**config.mk**
```make
export PLATFORM = sky130hd
export DESIGN_NAME = speech_lpf_mc
export DESIGN_NICKNAME = d
export VERILOG_FILES = /design/src/rtl/speech_lpf_mc.sv
export SDC_FILE = /design/constraint.sdc
export NUM_CORES = 1
export LEC_CHECK = 0
export ABC_AREA = 1
export BUFFER_PORTS_ARGS = -buffer_cell sky130_fd_sc_hd__buf_4
export CAP_MARGIN = 20
export CELL_PAD_IN_SITES_DETAIL_PLACEMENT = 1
export CELL_PAD_IN_SITES_GLOBAL_PLACEMENT = 1
export CORE_ASPECT_RATIO = 1.75
export CORE_UTILIZATION = 30
export DETAILED_ROUTE_END_ITERATION = 7
export HOLD_SLACK_MARGIN = 0.1
export PLACE_DENSITY = 0.56
export SYNTH_ARGS = -nofsm -noshare
export SYNTH_HDL_FRONTEND = slang
export SYNTH_SLANG_ARGS = --single-unit
```
**constraint.sdc**
```tcl
create_clock -name clk -period 27 [get_ports clk]
set_clock_uncertainty 0.1 [all_clocks]
set_input_delay 5.4 -clock clk [delete_from_list [all_inputs] [get_ports clk]]
set_output_delay 5.4 -clock clk [all_outputs]
set_load 0.1 [all_outputs]
```
**src/rtl/speech_lpf_mc.sv**
```systemverilog
// speech_lpf_mc: multichannel first-order IIR low-pass for speech paths.
// Each sample period every channel is computed as
// y = sat((b1*x + b2*x1 - a2*y1) >>> FRAC), using a single multiplier
// that is time-shared across all channels.
//
// state | meaning
// ------+---------------------------------------------------------------
// IDLE  | waiting for a divider tick; a tick captures inputs and coeffs
// MAC   | 3 multiply-accumulate steps per channel, channel 0 first
// WRITE | commit x1/y1 filter state and drive out; out_stb follows
`timescale 1ns/1ps

module speech_lpf_mc #(
    parameter int DW   = 16,
    parameter int CH   = 2,
    parameter int CW   = 18,
    parameter int FRAC = 15,
    parameter int DIVW = 10
) (
    input  logic               clk,
    input  logic               reset,
    input  logic [DIVW-1:0]    div,
    input  logic [CW-1:0]      a2,
    input  logic [CW-1:0]      b1,
    input  logic [CW-1:0]      b2,
    input  logic               bypass,
    input  logic [CH*DW-1:0]   in,
    output logic [CH*DW-1:0]   out,
    output logic               out_stb,
    output logic               overrun
);

    localparam int AW  = DW + CW + 2;
    localparam int PW  = DW + CW;
    localparam int CHW = (CH > 1) ? $clog2(CH) : 1;

    localparam logic signed [AW-1:0] YMAX = {{(AW-DW+1){1'b0}}, {(DW-1){1'b1}}};
    localparam logic signed [AW-1:0] YMIN = ~YMAX;

    typedef enum logic [1:0] {
        IDLE  = 2'd0,
        MAC   = 2'd1,
        WRITE = 2'd2
    } state_t;

    state_t state, state_nxt;

    logic [DIVW-1:0] cnt;
    logic [DIVW-1:0] div_m1;
    logic            tick;

    logic [CHW-1:0]  ch_idx;
    logic [1:0]      phase;
    logic            last_mac;
    logic            capture;
    logic            lost;

    logic signed [DW-1:0] x_cap [CH];
    logic signed [DW-1:0] x1    [CH];
    logic signed [DW-1:0] y1    [CH];
    logic signed [DW-1:0] y_new [CH];
    logic signed [CW-1:0] a2_c, b1_c, b2_c;
    logic                 byp_c;

    logic signed [CW-1:0] coef;
    logic signed [DW-1:0] samp;
    logic signed [PW-1:0] prod;
    logic signed [AW-1:0] prod_x;
    logic signed [AW-1:0] acc;
    logic signed [AW-1:0] acc_sum;
    logic signed [AW-1:0] y_shift;
    logic signed [DW-1:0] y_sat;

    // div = 0 behaves as div = 1, i.e. a tick every cycle
    assign div_m1   = (div == '0) ? '0 : div - 1'b1;
    assign tick     = (cnt == div_m1);
    assign last_mac = (phase == 2'd2) && (ch_idx == CHW'(CH - 1));

    // Sample-period divider; also snaps back to 0 if div shrinks below cnt
    always_ff @(posedge clk or negedge reset) begin
        if (!reset)
            cnt <= '0;
        else if (cnt >= div_m1)
            cnt <= '0;
        else
            cnt <= cnt + 1'b1;
    end

    // FSM state register
    always_ff @(posedge clk or negedge reset) begin
        if (!reset)
            state <= IDLE;
        else
            state <= state_nxt;
    end

    // FSM next state; ticks outside IDLE are dropped and flagged
    always_comb begin
        state_nxt = state;
        capture   = 1'b0;
        lost      = 1'b0;
        case (state)
            IDLE: begin
                if (tick) begin
                    capture   = 1'b1;
                    state_nxt = MAC;
                end
            end
            MAC: begin
                lost = tick;
                if (last_mac)
                    state_nxt = WRITE;
            end
            WRITE: begin
                lost      = tick;
                state_nxt = IDLE;
            end
            default: state_nxt = IDLE;
        endcase
    end

    // Channel / MAC-phase sequencing
    always_ff @(posedge clk or negedge reset) begin
        if (!reset) begin
            ch_idx <= '0;
            phase  <= '0;
        end else if (state != MAC) begin
            ch_idx <= '0;
            phase  <= '0;
        end else if (phase == 2'd2) begin
            phase  <= '0;
            ch_idx <= ch_idx + 1'b1;
        end else begin
            phase  <= phase + 1'b1;
        end
    end

    // Shared multiplier operand select and accumulate / saturate path
    always_comb begin
        coef = b1_c;
        samp = x_cap[ch_idx];
        case (phase)
            2'd1: begin
                coef = b2_c;
                samp = x1[ch_idx];
            end
            2'd2: begin
                coef = a2_c;
                samp = y1[ch_idx];
            end
            default: ;
        endcase
        prod   = coef * samp;
        prod_x = {{(AW-PW){prod[PW-1]}}, prod};
        case (phase)
            2'd0:    acc_sum = prod_x;
            2'd1:    acc_sum = acc + prod_x;
            default: acc_sum = acc - prod_x;
        endcase
        y_shift = acc_sum >>> FRAC;
        if (y_shift > YMAX)
            y_sat = YMAX[DW-1:0];
        else if (y_shift < YMIN)
            y_sat = YMIN[DW-1:0];
        else
            y_sat = y_shift[DW-1:0];
    end

    // Input capture, accumulation, state commit and output drive
    always_ff @(posedge clk or negedge reset) begin
        if (!reset) begin
            for (int k = 0; k < CH; k++) begin
                x_cap[k] <= '0;
                x1[k]    <= '0;
                y1[k]    <= '0;
                y_new[k] <= '0;
            end
            a2_c    <= '0;
            b1_c    <= '0;
            b2_c    <= '0;
            byp_c   <= 1'b0;
            acc     <= '0;
            out     <= '0;
            out_stb <= 1'b0;
            overrun <= 1'b0;
        end else begin
            out_stb <= (state == WRITE);
            if (lost)
                overrun <= 1'b1;
            if (capture) begin
                for (int k = 0; k < CH; k++)
                    x_cap[k] <= in[k*DW +: DW];
                a2_c  <= a2;
                b1_c  <= b1;
                b2_c  <= b2;
                byp_c <= bypass;
            end
            if (state == MAC) begin
                acc <= acc_sum;
                if (phase == 2'd2)
                    y_new[ch_idx] <= y_sat;
            end
            if (state == WRITE) begin
                for (int k = 0; k < CH; k++) begin
                    x1[k] <= x_cap[k];
                    y1[k] <= y_new[k];
                    out[k*DW +: DW] <= byp_c ? x_cap[k] : y_new[k];
                end
            end
        end
    end

endmodule

```
==> results of run 1 <==
## worst paths after layout
check	end	slack, ns	depth (start not counted)
max in group asynchronous	a2_c[14]	19.95	3
worst min register to register	overrun	0.38	1
worst max register to register	y_new[13]	14.39	50
worst max-delay path	y_new[13]	14.39	50
min in group asynchronous	acc[12]	4.67	1
worst min-delay path	overrun	0.38	1
## critical path: cells and delay by family (launching register included)
family	cells	cell delay, ns
buffers and inverters	8	1.87
AO/OA/AOI/OAI	7	1.74
AND/OR/NAND/NOR	25	3.95
adder cells (fa/ha/maj)	9	4.18
flip-flops	1	0.40
XOR/XNOR	1	0.22
## cell usage in the layout (no fill, tap or decap), drive strengths merged, types with 16 or more instances in the layout
cell type	count
nand3	127
mux2	105
a31oi	45
clkinv	22
nor3	24
o21ai	165
nor2	363
nand4	33
ha	142
nand2	915
buf	177
a21oi	95
clkbuf	40
inv	657
xor2	43
fa	291
dfrtp	268
a221o	16
## state kept, by name, indices dropped and copies added, names as in the netlist
| signal | count |
|---|---|
| a2_c | 18 |
| acc | 36 |
| b1_c | 18 |
| b2_c | 18 |
| byp_c | 1 |
| ch_idx | 1 |
| cnt | 10 |
| out | 32 |
| out_stb | 1 |
| overrun | 1 |
| phase | 2 |
| state | 2 |
| x1 | 32 |
| x_cap | 32 |
| y1 | 32 |
| y_new | 32 |
## per-stage QoR
stage	hold WS (ns)	utilization (%)	cell area, sq um	setup WS [ns]	cells
2_1_floorplan	0.353	-	27500	17.24	3526
3_3_place_gp	0.372	33.0	29900	14.43	4783
3_5_place_dp	0.375	33.0	29900	14.41	4783
4_1_cts	0.395	34.0	30800	14.35	4832
5_1_grt	0.415	34.0	30800	13.57	4832
6_report	0.383	34.0	30800	14.39	4832
## routing by layer
metal,vias up,routed length (um)
met5,-,0
met4,0,5350
met3,168,1960
met2,376,61200
met1,12200,39100
li1,11100,-
## layout make-up
type | count | area [sq um] | area share [%]
tap | 1184 | 1480 | 4.81
clock inverter | 9 | 134 | 0.434
clock buffer | 40 | 796 | 2.58
timing repair buffer | 177 | 1340 | 4.33
multi-input combinational | 2482 | 17900 | 57.9
sequential | 268 | 6710 | 21.8
inverter | 672 | 2520 | 8.18
## cells by family (layout without fill, tap and decap cells)
logic type | after synthesis | count (layout) | synth area share, %
xor+xnor | 54 | 54 | 1.75
flops | 268 | 268 | 24.4
fa+ha+maj | 433 | 433 | 27.7
simple gates | 1503 | 1503 | 22.9
compound gates | 387 | 387 | 8.22
mux | 105 | 105 | 4.31
buf+inv | 776 | 898 | 10.7
==> results.cfg, run 1 <==
[yosys]
synth_top_flop_cell = dfrtp_1
synth-seq-cells = 268
synth_edf_count = 0
synthTopCellsByCount = 875 x nand2_1, 639 x inv_1, 342 x nor2_1
ys_seq_area_share_pct = 24.4
synth_top_cell_by_area = dfrtp_1
avgSynthCellArea_sq_um = 7.79
yosysTopAreaCellShare_pct = 24.4
ys_async_sr_fraction_pct = 100
synth.most_common_cell = nand2_1
synth-warning-count = 0
netlist_top_cells_area = dfrtp_1 24%, fa_1 21%, nand2_1 12%
syn-cell-area_sq_um = 27500
ys_types = 57
syn_inst = 3526
syn_nets = 4058

[layout]
fin_nets = 4161
fillers = 11100
drive_above_1_share_pct = 11.8
synthToLayoutAreaGrowth_pct = 12.3
antenna_cells = 0

[clocking]
clock_path_buffers = 3
clk_pin_slew_ns = 0.07
root_buffer = clkbuf_16
cts_setup_buffers = 0
cts_sinks = 268
ctsResizeCount = 0
cts_buffers = 28
cts_tree = built
clk_latency_ns = 0.59
ctsHoldBuffers = 0
cts_max_level = 1

[global_routing]
gr-max-usage-layer = met2
gr-usage-met2_pct = 46.8
grt_pass1_vias = 26500
grt_first_pass_wirelength_um = 163000
grt_use_met1_pct = 25.2
grt_max_degree = 93
grt-ovfl-total = 0
grtUsageMet3_pct = 0.985
antenna_found_initial = 0
track_usage_pct = 23.6

[drt]
via_per_inst = 4.94
drt_iter0_markers = 990
firstDrtPassIters = 5
routedWlPerCell_um = 22.3
wirelength_um = 108000
drc = 0
ant_nets = 0
via_count = 23900

[run_status]
status = finished, final reports clean

[timing]
timing.fmax_ghz = 0.0793
hold_viol = 0
maxSlewViolCount = 0
fin_crit_sh_pct = 46.7
setup_violations = 0
tightest_slew_ns = 1.07
fin_tns_setup_ns = 0
max_slew_margin_pct = 28.3
period_needed_ns = 12.61
rsz0062_at_grt = false

[worst_setup_path]
crit_path_end_kind = flop
required_ns = 27.43
cp.arrival_ns = 13.04
critical_path_class = reg2reg
timing.rr.start = phase[0]
crit_slowest_cell = clkinv_1
crit_path_max_incr_delay_ns = 0.63
crit_top_cell = nand2_1
critPathLaunch = phase[0]
crit_fanout = 21
crit_path_start_kind = flop

[placement]
dp_hpwl_um = 88700
place.gp.congestion = 0.905
port_buffers = 132

[floorplan]
io_pins = 133
die_w_um = 231
die_height_um = 402
initial_core_util_pct = 30.3
core_sq_um = 90600
die_area_sq_um = 92800
rows = 146

[hold_path]
hp-start = overrun
hp-class = reg2reg

[run]
cap_violations = 0
Power of run 1 is not shown: default switching activity piles up to over one toggle a cycle in this logic, so the estimate is an artifact.
==> run 2, diff against run 1 <==
Settings changed: PLACE_DENSITY 0.56 to 0.58.
Clock period 27 ns to 11 ns, I/O delays scaled along.
==> results.cfg, run 2 (synthesis gave the netlist of run 1 again) <==
[run_status]
status = finished, final reports clean

[floorplan]
die_w_um = 231
die_area_sq_um = 92800
rows = 146
io_pins = 133
initial_core_util_pct = 30.3
die_height_um = 402
core_sq_um = 90600

[global_routing]
grt_max_degree = 80
grt_pass1_vias = 27000
gr-usage-met2_pct = 47.4
gr-max-usage-layer = met2
grtUsageMet3_pct = 1.78
grt_first_pass_wirelength_um = 167000
grt_use_met1_pct = 24.6
antenna_found_initial = 0
grt-ovfl-total = 0
track_usage_pct = 24.2

[clocking]
root_buffer = clkbuf_16
cts_sinks = 268
cts_max_level = 1
cts_buffers = 28
clk_latency_ns = 0.61
clock_path_buffers = 3
ctsHoldBuffers = 0
cts_tree = built
clk_pin_slew_ns = 0.07

[drt]
ant_nets = 0
drc = 0
via_per_inst = 4.93
drt_iter0_markers = 1083
firstDrtPassIters = 5
routedWlPerCell_um = 22.4
via_count = 24300
wirelength_um = 111000

[timing]
period_needed_ns = 10.46
tightest_slew_ns = 0.982
fin_ws_ns = 0.537
fin_crit_sh_pct = 95.1
fin_tns_setup_ns = 0
setup_violations = 0
timing.fmax_ghz = 0.0956
max_slew_margin_pct = 34.6
hold_viol = 0
maxSlewViolCount = 0

[placement]
dp.cells = 4882
place_area_sq_um = 30700
port_buffers = 132
dp_slack_ns = -0.362
place.gp.congestion = 1.01
dp_hpwl_um = 92300

[hold_path]
hp-class = reg2reg

[worst_setup_path]
crit_path_max_incr_delay_ns = 0.65
crit_slowest_cell = fa_1
crit_path_start_kind = flop
crit_fanout = 16
crit_top_cell = nand2_1
crit_path_end_kind = flop
cp.arrival_ns = 10.89
critical_path_class = reg2reg
required_ns = 11.43

[layout]
final_cell_mix = 858 x nand2_1, 628 x inv_1, 327 x nor2_1
layout_commonest_cell = nand2_1
synthToLayoutAreaGrowth_pct = 17.1
antenna_cells = 0
top_register = acc
largest_reg_flops = 36
final_cell_count_no_fill = 4939
fin_area_sq_um = 32200
drive_above_1_share_pct = 17.0
fin_nets = 4271

[run]
cap_violations = 0
==> run 2: changes by cell type in the layout (fill, tap and decap cells not counted), moves of 7 or more <==
cell	delta
ha_2	+13
inv_2	+8
buf_4	+93
nor2_1	-15
fa_2	+7
inv_1	-9
nand2_1	-16
nand2_2	+16
nor2_2	+14
fa_1	-7
buf_6	+8
ha_1	-18
==> run 2: path summary, 6_finish.rpt <==
path                          start       end  slack, ns  cells past startpoint
min reg2reg                 overrun   overrun       0.37                      1
max in group asynchronous     reset  a2_c[10]       7.61                      4
min in group asynchronous     reset    acc[4]       1.46                      1
min                         overrun   overrun       0.37                      1
max                        phase[0]  y_new[5]       0.54                     52
max reg2reg                phase[0]  y_new[5]       0.54                     52
==> run 2: area by class of cell <==
cell class / count / area [sq um]
clock buffer: 38 / 768
clock inverter: 8 / 125
fill: 11100 / 58400
inverter: 672 / 2540
multi-input combinational: 2484 / 18300
sequential: 268 / 6710
tap: 1184 / 1480
timing repair buffer: 285 / 2270
==> run 2: metal layers <==
metal  vias up  wire [um]
met5         -          0
met4         0       7460
met3       214       2560
met2       445      62300
met1     12400      38600
li1      11300          -
==> run 2: critical path: cells and delay by family, from the launching register on <==
family | cells | cell delay [ns]
adder cells (fa/ha/maj) | 9 | 4.00
AO/OA/AOI/OAI | 6 | 1.15
AND/OR/NAND/NOR | 21 | 2.48
flip-flops | 1 | 0.44
buffers and inverters | 15 | 1.85
XOR/XNOR | 1 | 0.33
==> run 2: repair_timing <==
action                                  4_1_cts  5_1_grt
endpoints found under the setup margin       35       44
gates cloned                                  0        2
setup buffers                                 0        8
gates resized for setup                      11      124
pin swaps                                     0       20
==> run 2: stage by stage <==
step | util, % | hold WS (ns)
2_1_floorplan | - | 0.353
3_3_place_gp | 33.9 | 0.359
3_5_place_dp | 33.9 | 0.357
4_1_cts | 34.9 | 0.380
5_1_grt | 35.5 | 0.418
6_report | 35.5 | 0.370
Power of run 2 is left out for the same reason.
==> run 3, diff against run 2 <==
Settings changed: CELL_PAD_IN_SITES_DETAIL_PLACEMENT 1 to 2, CELL_PAD_IN_SITES_GLOBAL_PLACEMENT 1 to 2, CORE_MARGIN set to 4, PLACE_DENSITY 0.58 to 0.7.
==> results.cfg, run 3 (synthesis gave the netlist of run 1 again) <==
[clocking]
clk_latency_ns = 0.62
cts_tree = built
cts_buffers = 28
cts_max_level = 1
root_buffer = clkbuf_16
clk_pin_slew_ns = 0.07
clock_path_buffers = 3
cts_sinks = 268

[floorplan]
die_area_sq_um = 96600
core_sq_um = 90600
die_height_um = 408
die_w_um = 237
initial_core_util_pct = 30.3
io_pins = 133
rows = 146

[worst_setup_path]
crit_top_cell = inv_1
crit_path_max_incr_delay_ns = 0.56
critical_path_class = reg2reg
crit_path_start_kind = flop
crit_path_end_kind = flop
cp.arrival_ns = 10.97
crit_slowest_cell = fa_1
required_ns = 11.43
crit_fanout = 8

[layout]
fin_nets = 4367
fillers = 10600
drive_above_1_share_pct = 20.2
fin_util_pct = 36.6
synthToLayoutAreaGrowth_pct = 20.9
final_cell_count_no_fill = 5041
final_cell_mix = 856 x nand2_1, 623 x inv_1, 364 x buf_4
layout_commonest_cell = nand2_1
largest_reg_flops = 36
top_register = acc

[drt]
wirelength_um = 122000
firstDrtPassIters = 5
ant_nets = 0
via_count = 25300
drc = 0
via_per_inst = 5.02
drt_iter0_markers = 1073
routedWlPerCell_um = 24.2

[timing]
timing.fmax_ghz = 0.0949
fin_ws_ns = 0.463
hold_viol = 0
tightest_slew_ns = 1.20
fin_tns_setup_ns = 0
period_needed_ns = 10.54
max_slew_margin_pct = 18.9
setup_violations = 0
maxSlewViolCount = 0
fin_crit_sh_pct = 95.8

[placement]
dp_slack_ns = -0.188
place.gp.congestion = 0.928
dp.cells = 4970
dp_hpwl_um = 101000
port_buffers = 132

[global_routing]
grt-ovfl-total = 0
grt_use_met1_pct = 25.0
grt_first_pass_wirelength_um = 181000
grtUsageMet3_pct = 1.99
gr-usage-met2_pct = 49.0
antenna_found_initial = 5
track_usage_pct = 24.7
gr-max-usage-layer = met2
grt_max_degree = 170
grt_pass1_vias = 29300

[run]
cap_violations = 0

[run_status]
status = finished, final reports clean

[hold_path]
hp-class = reg2reg
==> run 3: worst max-delay path: cells and delay by family, from the launching register on <==
family / cells / cell delay (ns)
adders and majority gates: 9 / 3.98
xor gates and xnor gates: 1 / 0.19
and+or+nand+nor: 25 / 3.22
buffers and inverters: 16 / 1.84
DFF: 1 / 0.43
AOI/OAI and AO/OA: 5 / 0.70
==> run 3: path summary, 6_finish.rpt <==
kind	from	to	slack, ns	depth (start not counted)
setup / recovery	phase[1]	y_new[6]	0.46	56
hold / removal	overrun	overrun	0.37	1
setup reg to reg	phase[1]	y_new[6]	0.46	56
hold reg to reg	overrun	overrun	0.37	1
max in group asynchronous	reset	phase[0]	7.65	2
min in group asynchronous	reset	acc[11]	1.46	1
==> run 3: area by class of cell <==
cell class              instances  area [sq um]  share of cell area (%)
clock inverters                18           288                   0.867
clock buffers                  33           739                    2.23
flip-flops and latches        268          6710                    20.2
well taps                    1184          1480                    4.46
repair buffers                381          3010                    9.05
diodes                          1          2.50                 0.00754
multi-input cells            2484         18400                    55.5
inverters                     672          2550                    7.67
==> run 3: per-stage QoR <==
step / instance area (sq um) / hold WS, ns
floorplan: 27500 / 0.353
global placement: 31400 / 0.360
detailed placement: 31400 / 0.356
CTS: 32500 / 0.379
global route: 33200 / 0.395
finish: 33200 / 0.372
==> run 3: per-layer routing <==
metal | vias up | part of all wire, %
met3 | 250 | 2.4
met5 | - | 0.011
met2 | 456 | 56
met1 | 13100 | 35
li1 | 11500 | -
met4 | 2 | 6.8
==> run 3: repair_timing <==
item / 4_1_cts / 5_1_grt
resized for setup: 27 / 149
hold buffers: 0 / 0
endpoints found under the setup margin: 33 / 41
pin swaps: 2 / 25
buffers inserted: 2 / 14
cloned: 1 / 1
Power of run 3 is left out for the same reason.
